<file path="config.mk">
export PLATFORM = sky130hd
export DESIGN_NAME = video_timing_receiver
export DESIGN_NICKNAME = d
export VERILOG_FILES = /design/src/rtl/video_timing_receiver.sv
export SDC_FILE = /design/constraint.sdc
export NUM_CORES = 1
export LEC_CHECK = 0
export ABC_AREA = 1
export BUFFER_PORTS_ARGS = -buffer_cell sky130_fd_sc_hd__buf_4
export CAP_MARGIN = 15
export CORE_MARGIN = 8
export CORE_UTILIZATION = 40
export DETAILED_ROUTE_END_ITERATION = 10
export SLEW_MARGIN = 40
export SYNTH_ARGS = -nofsm -noshare
export SYNTH_HDL_FRONTEND = slang
export SYNTH_SLANG_ARGS = --single-unit
</file>
<file path="constraint.sdc">
create_clock -name clk -period 8.5 [get_ports clk]
set_input_delay 1.7 -clock clk [delete_from_list [all_inputs] [get_ports clk]]
set_output_delay 1.7 -clock clk [all_outputs]
set_load 0.05 [all_outputs]
</file>
<file path="src/rtl/video_timing_receiver.sv">
// Video timing receiver: registers the incoming sync/blank strobes, measures
// line and frame lengths, tracks the active-area pixel position and decides
// when the incoming timing is stable enough to be trusted (lock).
module video_timing_receiver #(
    parameter int SIZE        = 10,
    parameter int LOCK_FRAMES = 2
) (
    input  logic            clk,
    input  logic            rst,
    input  logic            h_sync,
    input  logic            v_sync,
    input  logic            h_blank,
    input  logic            v_blank,
    output logic            de,
    output logic [SIZE-1:0] x,
    output logic [SIZE-1:0] y,
    output logic            line_start,
    output logic            frame_start,
    output logic [SIZE-1:0] h_total,
    output logic [SIZE-1:0] v_total,
    output logic            locked,
    output logic            err
);

    localparam logic [SIZE-1:0] CNT_ZERO    = {SIZE{1'b0}};
    localparam logic [SIZE-1:0] CNT_ONE     = {{(SIZE-1){1'b0}}, 1'b1};
    localparam logic [SIZE-1:0] CNT_MAX     = {SIZE{1'b1}};
    localparam logic [3:0]      LOCK_TARGET = 4'(LOCK_FRAMES);

    typedef enum logic [1:0] {
        SEARCH = 2'd0,
        TRACK  = 2'd1,
        LOCKED = 2'd2
    } lock_state_t;

    logic            hs_s1_r, vs_s1_r, hb_s1_r, vb_s1_r;
    logic            hs_prev_r, vs_prev_r, hb_prev_r;
    logic [SIZE-1:0] h_cnt_r, v_cnt_r, x_cnt_r, y_cnt_r;
    logic            armed_r;
    logic            h_chg_seen_r;
    logic [3:0]      match_r;
    lock_state_t     state_r;

    logic            h_rise_s, v_rise_s, hb_rise_s;
    logic [SIZE-1:0] h_len_s, v_len_s;
    logic            h_sat_s, v_sat_s, h_chg_s, v_chg_s, frame_h_chg_s;
    lock_state_t     state_next_s;
    logic [3:0]      match_next_s;
    logic            err_s, lock_next_s, de_next_s;

    assign h_rise_s  = hs_s1_r & ~hs_prev_r;
    assign v_rise_s  = vs_s1_r & ~vs_prev_r;
    assign hb_rise_s = hb_s1_r & ~hb_prev_r;

    // Line length ends at this rise, so it is the count plus the rise clock itself.
    assign h_len_s = (h_cnt_r == CNT_MAX) ? CNT_MAX : (h_cnt_r + CNT_ONE);
    // Frame length includes an h_sync rise landing in the same cycle as v_sync.
    assign v_len_s = (h_rise_s && (v_cnt_r != CNT_MAX)) ? (v_cnt_r + CNT_ONE) : v_cnt_r;

    // Saturation is flagged only on the step into the maximum, so it pulses once.
    assign h_sat_s = (h_cnt_r == (CNT_MAX - CNT_ONE)) && !h_rise_s;
    assign v_sat_s = (v_cnt_r == (CNT_MAX - CNT_ONE)) && h_rise_s && !v_rise_s;

    assign h_chg_s       = h_rise_s && armed_r && (h_len_s != h_total);
    assign v_chg_s       = v_rise_s && (v_len_s != v_total);
    assign frame_h_chg_s = h_chg_seen_r | h_chg_s;

    // Lock decision: next state, match counter and error pulse.
    always_comb begin
        state_next_s = state_r;
        match_next_s = match_r;
        err_s        = 1'b0;
        if (h_sat_s || v_sat_s) begin
            state_next_s = SEARCH;
            match_next_s = 4'd0;
            err_s        = 1'b1;
        end else begin
            case (state_r)
                SEARCH: begin
                    if (v_rise_s && armed_r) begin
                        state_next_s = TRACK;
                        match_next_s = 4'd0;
                    end else begin
                        state_next_s = SEARCH;
                    end
                end
                TRACK: begin
                    if (v_rise_s) begin
                        if (!v_chg_s && !frame_h_chg_s) begin
                            match_next_s = match_r + 4'd1;
                            if ((match_r + 4'd1) == LOCK_TARGET) begin
                                state_next_s = LOCKED;
                            end else begin
                                state_next_s = TRACK;
                            end
                        end else begin
                            match_next_s = 4'd0;
                        end
                    end else begin
                        state_next_s = TRACK;
                    end
                end
                LOCKED: begin
                    if (h_chg_s || v_chg_s) begin
                        state_next_s = SEARCH;
                        match_next_s = 4'd0;
                        err_s        = 1'b1;
                    end else begin
                        state_next_s = LOCKED;
                    end
                end
                default: begin
                    state_next_s = SEARCH;
                    match_next_s = 4'd0;
                end
            endcase
        end
    end

    assign lock_next_s = (state_next_s == LOCKED);
    assign de_next_s   = ~hb_s1_r & ~vb_s1_r & lock_next_s;

    // Input stage, edge-history registers and lock state.
    always_ff @(posedge clk or posedge rst) begin
        if (rst) begin
            hs_s1_r   <= 1'b0;
            vs_s1_r   <= 1'b0;
            hb_s1_r   <= 1'b0;
            vb_s1_r   <= 1'b0;
            hs_prev_r <= 1'b0;
            vs_prev_r <= 1'b0;
            hb_prev_r <= 1'b0;
            state_r   <= SEARCH;
            match_r   <= 4'd0;
        end else begin
            hs_s1_r   <= h_sync;
            vs_s1_r   <= v_sync;
            hb_s1_r   <= h_blank;
            vb_s1_r   <= v_blank;
            hs_prev_r <= hs_s1_r;
            vs_prev_r <= vs_s1_r;
            hb_prev_r <= hb_s1_r;
            state_r   <= state_next_s;
            match_r   <= match_next_s;
        end
    end

    // Line/frame/pixel counters and measurement bookkeeping.
    always_ff @(posedge clk or posedge rst) begin
        if (rst) begin
            h_cnt_r      <= CNT_ZERO;
            v_cnt_r      <= CNT_ZERO;
            x_cnt_r      <= CNT_ZERO;
            y_cnt_r      <= CNT_ZERO;
            armed_r      <= 1'b0;
            h_chg_seen_r <= 1'b0;
        end else begin
            if (h_rise_s) begin
                h_cnt_r <= CNT_ZERO;
                armed_r <= 1'b1;
            end else if (h_cnt_r != CNT_MAX) begin
                h_cnt_r <= h_cnt_r + CNT_ONE;
            end
            v_cnt_r <= v_rise_s ? CNT_ZERO : v_len_s;
            if (v_rise_s) begin
                h_chg_seen_r <= 1'b0;
            end else if (h_chg_s) begin
                h_chg_seen_r <= 1'b1;
            end
            if (hb_s1_r) begin
                x_cnt_r <= CNT_ZERO;
            end else if (x_cnt_r != CNT_MAX) begin
                x_cnt_r <= x_cnt_r + CNT_ONE;
            end
            if (vb_s1_r) begin
                y_cnt_r <= CNT_ZERO;
            end else if (hb_rise_s && (y_cnt_r != CNT_MAX)) begin
                y_cnt_r <= y_cnt_r + CNT_ONE;
            end
        end
    end

    // Registered outputs.
    always_ff @(posedge clk or posedge rst) begin
        if (rst) begin
            de          <= 1'b0;
            x           <= CNT_ZERO;
            y           <= CNT_ZERO;
            line_start  <= 1'b0;
            frame_start <= 1'b0;
            h_total     <= CNT_ZERO;
            v_total     <= CNT_ZERO;
            locked      <= 1'b0;
            err         <= 1'b0;
        end else begin
            de          <= de_next_s;
            x           <= de_next_s ? x_cnt_r : CNT_ZERO;
            y           <= de_next_s ? y_cnt_r : CNT_ZERO;
            line_start  <= h_rise_s;
            frame_start <= v_rise_s;
            if (h_rise_s && armed_r) begin
                h_total <= h_len_s;
            end
            if (v_rise_s) begin
                v_total <= v_len_s;
            end
            locked      <= lock_next_s;
            err         <= err_s;
        end
    end

endmodule

</file>
# After elaboration in Yosys (flattened, before gate mapping)
# Index checks and enable logic that the tools add are counted.
[totals] ff_bits=100 in_bits=6 out_inout_bits=45 wordCells=107
[classes] addsub=5 n_eq_ne=16 n_mux=29 bitwise=11 reduce_logical=22
[ops] op="$mux 10" n=11
[ops] op="$add 10x1->10 const B" n=4
[ops] op="$ne 10x10->1 const B" n=4
[ops] op="$eq 10x10->1 const B" n=3
[ops] op="$mux 4" n=5
[ops] op="$ne 10x10->1" n=2
[ops] op="$pmux 4 s3" n=1
[ops] op="$logic_and 1x1->1" n=10
[ops] op="$mux 2" n=5
[ops] op="$ne 3x3->1 const B" n=3
[ops] op="$reduce_bool 2->1" n=4
[ops] op="$mux 1" n=6
[ops] op="$pmux 2 s3" n=1
[ops] op="$and 1x1->1" n=5
[ops] op="$not 1->1" n=5
[ops] op="$add 4x1->4 const B" n=1
[ops] op="$eq 2x2->1 const B" n=2
[ops] op="$eq 4x2->1 const B" n=1
[ops] op="$logic_not 1->1" n=4
[ops] op="$reduce_and 3->1" n=1
[ops] op="$eq 2x1->1 const B" n=1
[ops] op="$logic_not 2->1" n=1
[ops] op="$logic_or 1x1->1" n=2
[ops] op="$or 1x1->1" n=1

# Longest topological paths before layout
# Gate-level depths: netlist of run 1.
[logic_depth] depth_word=15 mapped_depth=20 depth_no_buf=20

# Worst setup path after synthesis of run 1
# Ideal clock, no wire load.
[synth_timing] path_kind="register -> output" from="reg v_total[3]" to="out v_total[3]" arrival_ns=0.629 t_required_ns=6.800 setup_slack_ns=6.171 path_stages_with_launch=1 cell_sequence="dfrtp_1"
[synth_rtl] item="start: declaration" line_no="20" source="output logic [SIZE-1:0] v_total,"
[synth_rtl] item="start signal: assignment" line_no="205" source="v_total <= v_len_s;"
# No word-level cell between the ends.

# Final worst setup path of run 1
[layout_timing] from="reg h_cnt_r[0]" to="reg y[9]"
[layout_via] elab_chain_len=14 elab_cells_between_ends=20 cone_classes="1 x add/sub; 4 x eq/ne; 7 x mux; 2 x bitwise; 6 x reduce/logical"
[layout_rtl] item="start: declaration" line_no="38" source="logic [SIZE-1:0] h_cnt_r, v_cnt_r, x_cnt_r, y_cnt_r;"
[layout_rtl] item="start signal: assignment" line_no="162" source="h_cnt_r <= h_cnt_r + CNT_ONE;"
[layout_rtl] item="$add 10x1->10 or $eq 10x10->1 (tied branches)" line_no="56" source="assign h_len_s = (h_cnt_r == CNT_MAX) ? CNT_MAX : (h_cnt_r + CNT_ONE);"
[layout_rtl] item="$mux 10" line_no="56"
[layout_rtl] item="$ne 10x10->1" line_no="64" source="assign h_chg_s = h_rise_s && armed_r && (h_len_s != h_total);"
[layout_rtl] item="$logic_and 1x1->1" line_no="64"
[layout_rtl] item="$or 1x1->1" line_no="66" source="assign frame_h_chg_s = h_chg_seen_r | h_chg_s;"
[layout_rtl] item="$logic_not 1->1" line_no="89" source="if (!v_chg_s && !frame_h_chg_s) begin"
[layout_rtl] item="$logic_and 1x1->1" line_no="89"
[layout_rtl] item="$mux 2" line_no="89"
[layout_rtl] item="$mux 2" line_no="88" source="if (v_rise_s) begin"
[layout_rtl] item="$pmux 2 s3" line_no="78" source="case (state_r)"
[layout_rtl] item="$mux 2 (*)" line_no="73" source="if (h_sat_s || v_sat_s) begin"
[layout_rtl] item="$eq 2x2->1 (*)" line_no="120" source="assign lock_next_s = (state_next_s == LOCKED);"
[layout_rtl] item="$and 1x1->1 (*)" line_no="121" source="assign de_next_s = ~hb_s1_r & ~vb_s1_r & lock_next_s;"
[layout_rtl] item="$mux 10 (*)" line_no="198" source="y <= de_next_s ? y_cnt_r : CNT_ZERO;"
[layout_rtl] item="end signal: assignment" line_no="198"
[layout_rtl] item="end: declaration" line_no="16" source="output logic [SIZE-1:0] y,"
# Mark *: on every way between the ends. The rest lies on a longest branch, timed or not.
# A chain may end at the register's enable or synchronous reset.

==> qor.txt, run 1 <==
status - complete, no violations
vias per cell - 4.81
clock network power share - 35.5%
post-CTS setup repair buffer count - 0
WL per Instance - 12.8 um
largest family of logic cells by synthesized area - simple AND/OR/NAND/NOR gates
maximum buffer depth of the clock tree - 2
crit-path max FO - 28
slowest CP cell - dfrtp_1
Post-Syn Area - 4930 sq um
PwrDens - 203 nW/um^2
port bufs - 50
core box area - 12000 sq um
relative slew slack - 55.6%
DP HPWL - 7190 um
initial antenna violation count - 0
Most common cell on crit path - nand2_1
wire length on met3 - 453 um
Arr. time, crit path - 3300 ps
nets@finish - 647
layout cells sized above 1 - 18.0%
setup violators final - 0
Initial Utilization - 41.0%
reported net switching power - 357 uW
met2 routed WL - 4840 um
clock root cell - clkbuf_16
vias in the first global route - 3706
Crit Path Class - flip-flop to flip-flop
critical path endpoint category - flip-flop
CTS tree - built
mux contribution to synthesized area - 0%
Final Core Density - 47.9%
DRC viols - 0
setup TNS - 0 ps
die span in y - 127 um
worst path cell trace - ha_1 > nand2_2 > nor2_4 > nand3b_4 > nand2_1 > nand2_1 > nand2_1 > nand2_1 > nor2_1 > nand2_1 > nor2_2 > nor2_2 > nor2_4 > nand4_2 > nand2_2 > nand3_4 > nor2_1
CP max stage delay - 450 ps
#FFs+latches synth - 100
hold-fix buffer count after cts - 0
RSZ-0062 raised after global routing - no
worst-skew pair later-pin latency - 350 ps
Area Overhead vs Synth - 16.6%
largest net degree at the start of global routing - 55
Sw Ratio - 30.7%
Synth cell types - 33
min Tclk post-route - 3040 ps
Post-Syn Instances - 580
n_diodes - 0
PnR worst setup slack - 5460 ps
worst endpoint required time - 8770 ps
Top Metal Used - met4
Max Cap Viol - 0
Min-Delay Path Class - flip-flop to flip-flop
sequential share of the synthesized area - 50.8%
Int Pwr - 808 uW
final period utilization - 35.7%
Routed WL - 10100 um
Post-Syn Nets - 594
Comb power frac - 18.4%
Startpoint Class - flip-flop
Overflow after GRT - 0
DP Worst Slack - 5410 ps
top-level I/O count - 51
vias - 3773
Leak - 0.00278 uW
first-pass GRT wire length - 17500 um
Post-Synth Simple-Gate Area - 31.2%
xor/xnor share of the synthesized area - 1.04%
first drt pass iteration count - 4
synthesis warning total - 0
Least-Margin Pin Slew - 666 ps
Final Hold Fails - 0
Num Clock Sinks - 100
sequential standard cell area - 2500 sq um
Reg clk slew, reported paths - 70 ps
RePlAce Congestion - 0.801
met1 wire length - 4690 um
Max Slew Vio Count - 0
Die W - 127 um
post-cts sizing count - 0
initial drt markers - 179
# fillers - 1145
compound-cell area share of the yosys netlist - 7.89%
VDD IR max - 0.000106 V
adder-cell area share of the yosys netlist - 2.03%
Mapped Avg Cell Area - 8.50 sq um
Clock Skew - 5.19 ps
gr usage total - 13.4%
Multi-input gate area - 2090 sq um
sequential power share - 46.1%
Fmax - 0.329 GHz
cts bufs inserted - 9
number of nets still failing antenna checks after routing - 0
die area - 16100 sq um
num rows - 40
H-tree depth - 3
[worst paths after layout]
kind | from | endpoint | slack [ps] | cells past startpoint
max in group asynchronous | rst | v_total[7] | 6020 | 3
min | vs_s1_r | vs_prev_r | 390 | 0
min reg2reg | vs_s1_r | vs_prev_r | 390 | 0
min in group asynchronous | rst | x[0] | 1410 | 2
max reg2reg | h_cnt_r[0] | y[9] | 5460 | 17
max | h_cnt_r[0] | y[9] | 5460 | 17
[placed cells by master (no fill, tap or decap), types with 2 or more instances in the layout]
master and n:
inv_1 69, a31oi_1 4, nor2_4 14, nand3b_1 9, nand3_2 5, xnor2_1 3
clkbuf_16 9, nand2_2 4, a211oi_1 2, nor2_2 14, nand4_1 13, nor4_1 2
nor3_1 15, buf_4 52, inv_2 4, clkinv_4 2, o21bai_1 3, ha_1 8
nor2_1 45, nor3b_1 2, nand2_1 146, nand3_4 2, o21ai_0 42, dfrtp_1 100
a21oi_1 20, nand3_1 36
[metrics by stage]
stage	cell area (sq um)	std cells	power, uW	hold slack, ps
global route	5750	785	1240	403
global placement	5440	769	761	367
floorplan	4930	580	707	354
detailed placement	5440	769	765	369
finish	5750	785	1160	388
CTS	5740	785	1190	392
[metal layers]
metal / GRT usage [%] / vias to the layer above
met4: 3.78 / 0
met5: 0 / -
li1: - / 1973
met2: 21.7 / 44
met1: 16.3 / 1750
met3: 4.95 / 6
[synthesized netlist by cell type]
cell type	count	share of area, %
nand2_1	146	11
dfrtp_1	100	51
inv_1	70	5.3
nor2_1	46	3.5
o21ai_0	42	4.3
nand3_1	36	3.7
a21oi_1	20	2.0
nor3_1	15	1.5
nor2_4	14	3.2
nand4_1	13	1.6
nor2_2	13	1.6
nand3b_1	9	1.4
ha_1	8	2.0
clkbuf_1	5	0.38
nand3_2	5	1.0
a31oi_1	4	0.51
buf_6	4	0.91
inv_2	4	0.30
nand2_2	4	0.51
o21bai_1	3	0.46
xnor2_1	3	0.53
a211oi_1	2	0.30
nand3_4	2	0.71
nor3b_1	2	0.30
nor4_1	2	0.25
a21o_1	1	0.15
a41oi_1	1	0.18
and2_1	1	0.13
buf_2	1	0.10
nand3b_4	1	0.41
nand4_2	1	0.25
xor2_1	1	0.18
xor2_2	1	0.33
[kinds of logic (layout without fill, tap and decap cells)]
kind of cell | Yosys count | count (layout)
AOI/OAI and AO/OA | 73 | 73
xor gates and xnor gates | 5 | 5
adders and majority gates | 8 | 8
buffers and inverters | 84 | 142
DFF | 100 | 100
and+or+nand+nor | 310 | 310
[power groups by stage]
stage          Sequential, uW  Combinational, uW  Clock (uW)
3_3_place_gp              546                215           0
2_1_floorplan             580                127           0
5_1_grt                   543                244         449
3_5_place_dp              547                218           0
6_report                  537                214         414
4_1_cts                   538                218         430
[sequential cells by signal, indices dropped and copies added, names as in the netlist, 2 cells and up]
register	count
h_cnt_r	10
h_total	10
v_cnt_r	10
v_total	10
x	10
x_cnt_r	10
y	10
y_cnt_r	10
match_r	4
state_r	2
[layout make-up]
type                    count  area share, %
clock buffers              10           3.98
clock inverters             6           1.26
inverters                  74           4.87
multi-input cells         396           36.4
flip-flops and latches    100           43.5
well taps                 147           3.20
repair buffers             52           6.79
[critical path, delay by kind of cell, from the launching register on]
| family | cells | cell delay, ps |
|---|---|---|
| and+or+nand+nor | 16 | 2250 |
| DFF | 1 | 450 |
| adders and majority gates | 1 | 240 |
Power figures use the tool's default switching activity.
==> inputs of run 2 (changes only) <==
--- a/config.mk
+++ b/config.mk
@@ -5,7 +5,7 @@
 export SDC_FILE = /design/constraint.sdc
 export NUM_CORES = 1
 export LEC_CHECK = 0
-export ABC_AREA = 1
+export ABC_AREA = 0
 export BUFFER_PORTS_ARGS = -buffer_cell sky130_fd_sc_hd__buf_4
 export CAP_MARGIN = 15
 export CORE_MARGIN = 8
==> constraint.sdc (replaced) <==
create_clock -name clk -period 2.55 [get_ports clk]
set_input_delay 0.51 -clock clk [delete_from_list [all_inputs] [get_ports clk]]
set_output_delay 0.51 -clock clk [all_outputs]
set_load 0.05 [all_outputs]
==> run 2 against run 1 <==
The run now ends with setup timing left; via count is 4.8% higher; non-clock buffer count is 83 higher; global-route usage is 2.4 points higher; total power grew to 3.5 times the previous value; core utilization is 5.4 points higher; register-to-register slack worse by 5800 ps; largest cell class unchanged; fmax is 4.6% higher; count of clock-buffer cells in the layout stayed put.
==> qor.txt, run 2 <==
largest area contributor in the netlist - dfrtp_1
DP Worst Slack - -343 ps
flop2flop setup slack - -350 ps
crit-path max FO - 21
maximum buffer depth of the clock tree - 2
Final Hold Fails - 0
cts bufs inserted - 9
layout cells sized above 1 - 29.6%
num rows - 40
Area Overhead vs Synth - 31.1%
initial antenna violation count - 0
Comb power frac - 22.6%
sequential power share - 44.7%
count leader, synth - dfrtp_1
vias per cell - 5.17
sequential standard cell area - 2510 sq um
number of nets still failing antenna checks after routing - 0
Synth top area share - 51.5%
WHS - 265 ps
Die W - 126 um
Routed WL - 11800 um
top-level I/O count - 51
min Tclk post-route - 2900 ps
Max Slew Vio Count - 0
first-pass GRT wire length - 20300 um
Post-Syn Nets - 499
PwrDens - 635 nW/um^2
RePlAce Congestion - 0.906
Leak - 0.00294 uW
Startpoint Class - flip-flop
sequential share of the synthesized area - 51.5%
DRC viols - 0
n_diodes - 0
Critical R2R Launch - v_cnt_r[1]
clock network power share - 32.7%
Least-Margin Pin Slew - 538 ps
Clock Skew - 13.3 ps
nets@finish - 627
Min-Delay Path Class - primary input to flip-flop
Post-synth EDFFs - 0
top post-synthesis cells by area - dfrtp_1 (51%), xnor2_1 (4.3%), nor2_1 (4.0%)
Arr. time, crit path - 3180 ps
hold_sp - h_blank
WL per Instance - 15.4 um
VDD IR max - 0.000391 V
die area - 15900 sq um
Overflow after GRT - 0
Multi-input gate area - 2310 sq um
worst r2r dst - y[8]
Hold Path End - hb_s1_r
gr usage total - 15.7%
Mapped Avg Cell Area - 10.0 sq um
Post-Syn Instances - 485
CTS tree - built
Crit Path Class - flip-flop to flip-flop
worst path cell trace - and4b_2 > and4_1 > nor4_2 > nand4_1 > or4_4 > nor4b_4 > a22oi_2 > nor4_4 > buf_12 > and2_1
Main synth FF type - dfrtp_1
RSZ-0062 raised after global routing - yes
Reg clk slew, reported paths - 80 ps
Initial Utilization - 40.6%
hold-fix buffer count after cts - 0
setup violators final - 29
status - finished, violations left
relative slew slack - 64.1%
largest net degree at the start of global routing - 101
Pwr Total - 4050 uW
most frequent cells in the layout - buf_4 (133), dfrtp_1 (94), nor2_1 (50)
PnR worst setup slack - -351 ps
Max Cap Viol - 0
worst endpoint required time - 2830 ps
synthesis warning total - 0
reported net switching power - 1270 uW
R2R cell count - 10
Post-Syn Area - 4860 sq um
ys async rst share - 100%
vias in the first global route - 4083
Int Pwr - 2780 uW
final period utilization - 114%
#FFs+latches synth - 100
top post-synthesis cells by count - dfrtp_1 (100), nor2_1 (52), nand2_1 (42)
failing checks - setup timing
vias - 3954
DP HPWL - 8420 um
H-tree depth - 3
CP max stage delay - 560 ps
port bufs - 50
Final Core Density - 53.3%
hold depth - 1
Fmax - 0.345 GHz
setup TNS - -8120 ps
Sw Ratio - 31.3%
initial drt markers - 240
worst-skew pair later-pin latency - 350 ps
clock root cell - clkbuf_16
Synth cell types - 61
critical path endpoint category - flip-flop
first drt pass iteration count - 5
# fillers - 1069
core box area - 12000 sq um
most common cell after layout, fill and taps aside - buf_4
slowest CP cell - or4_4
die span in y - 126 um
Num Clock Sinks - 100
[run 2: area by class of cell]
cell class                      instances  area share (%)
Multi-Input combinational cell        356            36.3
Tap cell                              147            2.88
Clock inverter                          6           0.746
Inverter                               11           0.706
Timing Repair Buffer                  135            16.3
Clock buffer                           10            3.75
Sequential cell                       100            39.4
[run 2: what timing repair did]
action,4_1_cts,5_1_grt
pin swaps,4,2
endpoints found under the setup margin,29,29
setup buffers,1,1
gates resized for setup,7,3
[run 2: cell families after synthesis]
logic type	after synthesis	synth area share [%]
multiplexers	6	1.29
buffers and inverters	29	2.62
AO/OA/AOI/OAI	87	11.1
AND/OR/NAND/NOR	214	23.8
XOR/XNOR	41	7.67
adder cells (fa/ha/maj)	8	2.06
flip-flops	100	51.5
[run 2: power groups by stage]
stage | Combinational, uW | Clock (uW) | Sequential [uW]
global route | 1000 | 1420 | 1830
global placement | 874 | 0 | 1830
finish | 913 | 1330 | 1810
CTS | 915 | 1370 | 1810
detailed placement | 883 | 0 | 1840
floorplan | 410 | 0 | 1970
[run 2: worst max-delay path, delay by kind of cell (launching register included)]
kind / cells / cell delay, ps
and+or+nand+nor: 8 / 2050
DFF: 1 / 440
AOI/OAI and AO/OA: 1 / 150
buffers and inverters: 1 / 180
[run 2: metrics by stage]
stage	cells	instance area, sq um
4_1_cts	764	6360
2_1_floorplan	485	4920
6_report	765	6380
3_5_place_dp	747	6040
3_3_place_gp	747	6040
5_1_grt	765	6380
[run 2: worst max path at each step]
stage          startpoint  endpoint  slack (ps)  cells after the start
2_1_floorplan  v_cnt_r[1]      x[2]        -170                     11
3_3_place_gp   v_cnt_r[1]      x[2]        -270                     10
3_5_place_dp   h_cnt_r[1]      y[8]        -340                     11
4_1_cts        v_cnt_r[1]      y[8]        -340                     10
5_1_grt        v_cnt_r[1]      y[8]        -480                     10
6_report       v_cnt_r[1]      y[8]        -350                     10
[run 2: metal layers]
layer / vias up / wire (um) / global-route usage, %
li1: 1966 / - / -
met1: 1903 / 5780 / 21.3
met2: 74 / 5440 / 24.1
met3: 11 / 440 / 3.54
met4: 0 / 157 / 5.80
met5: - / 0 / 0
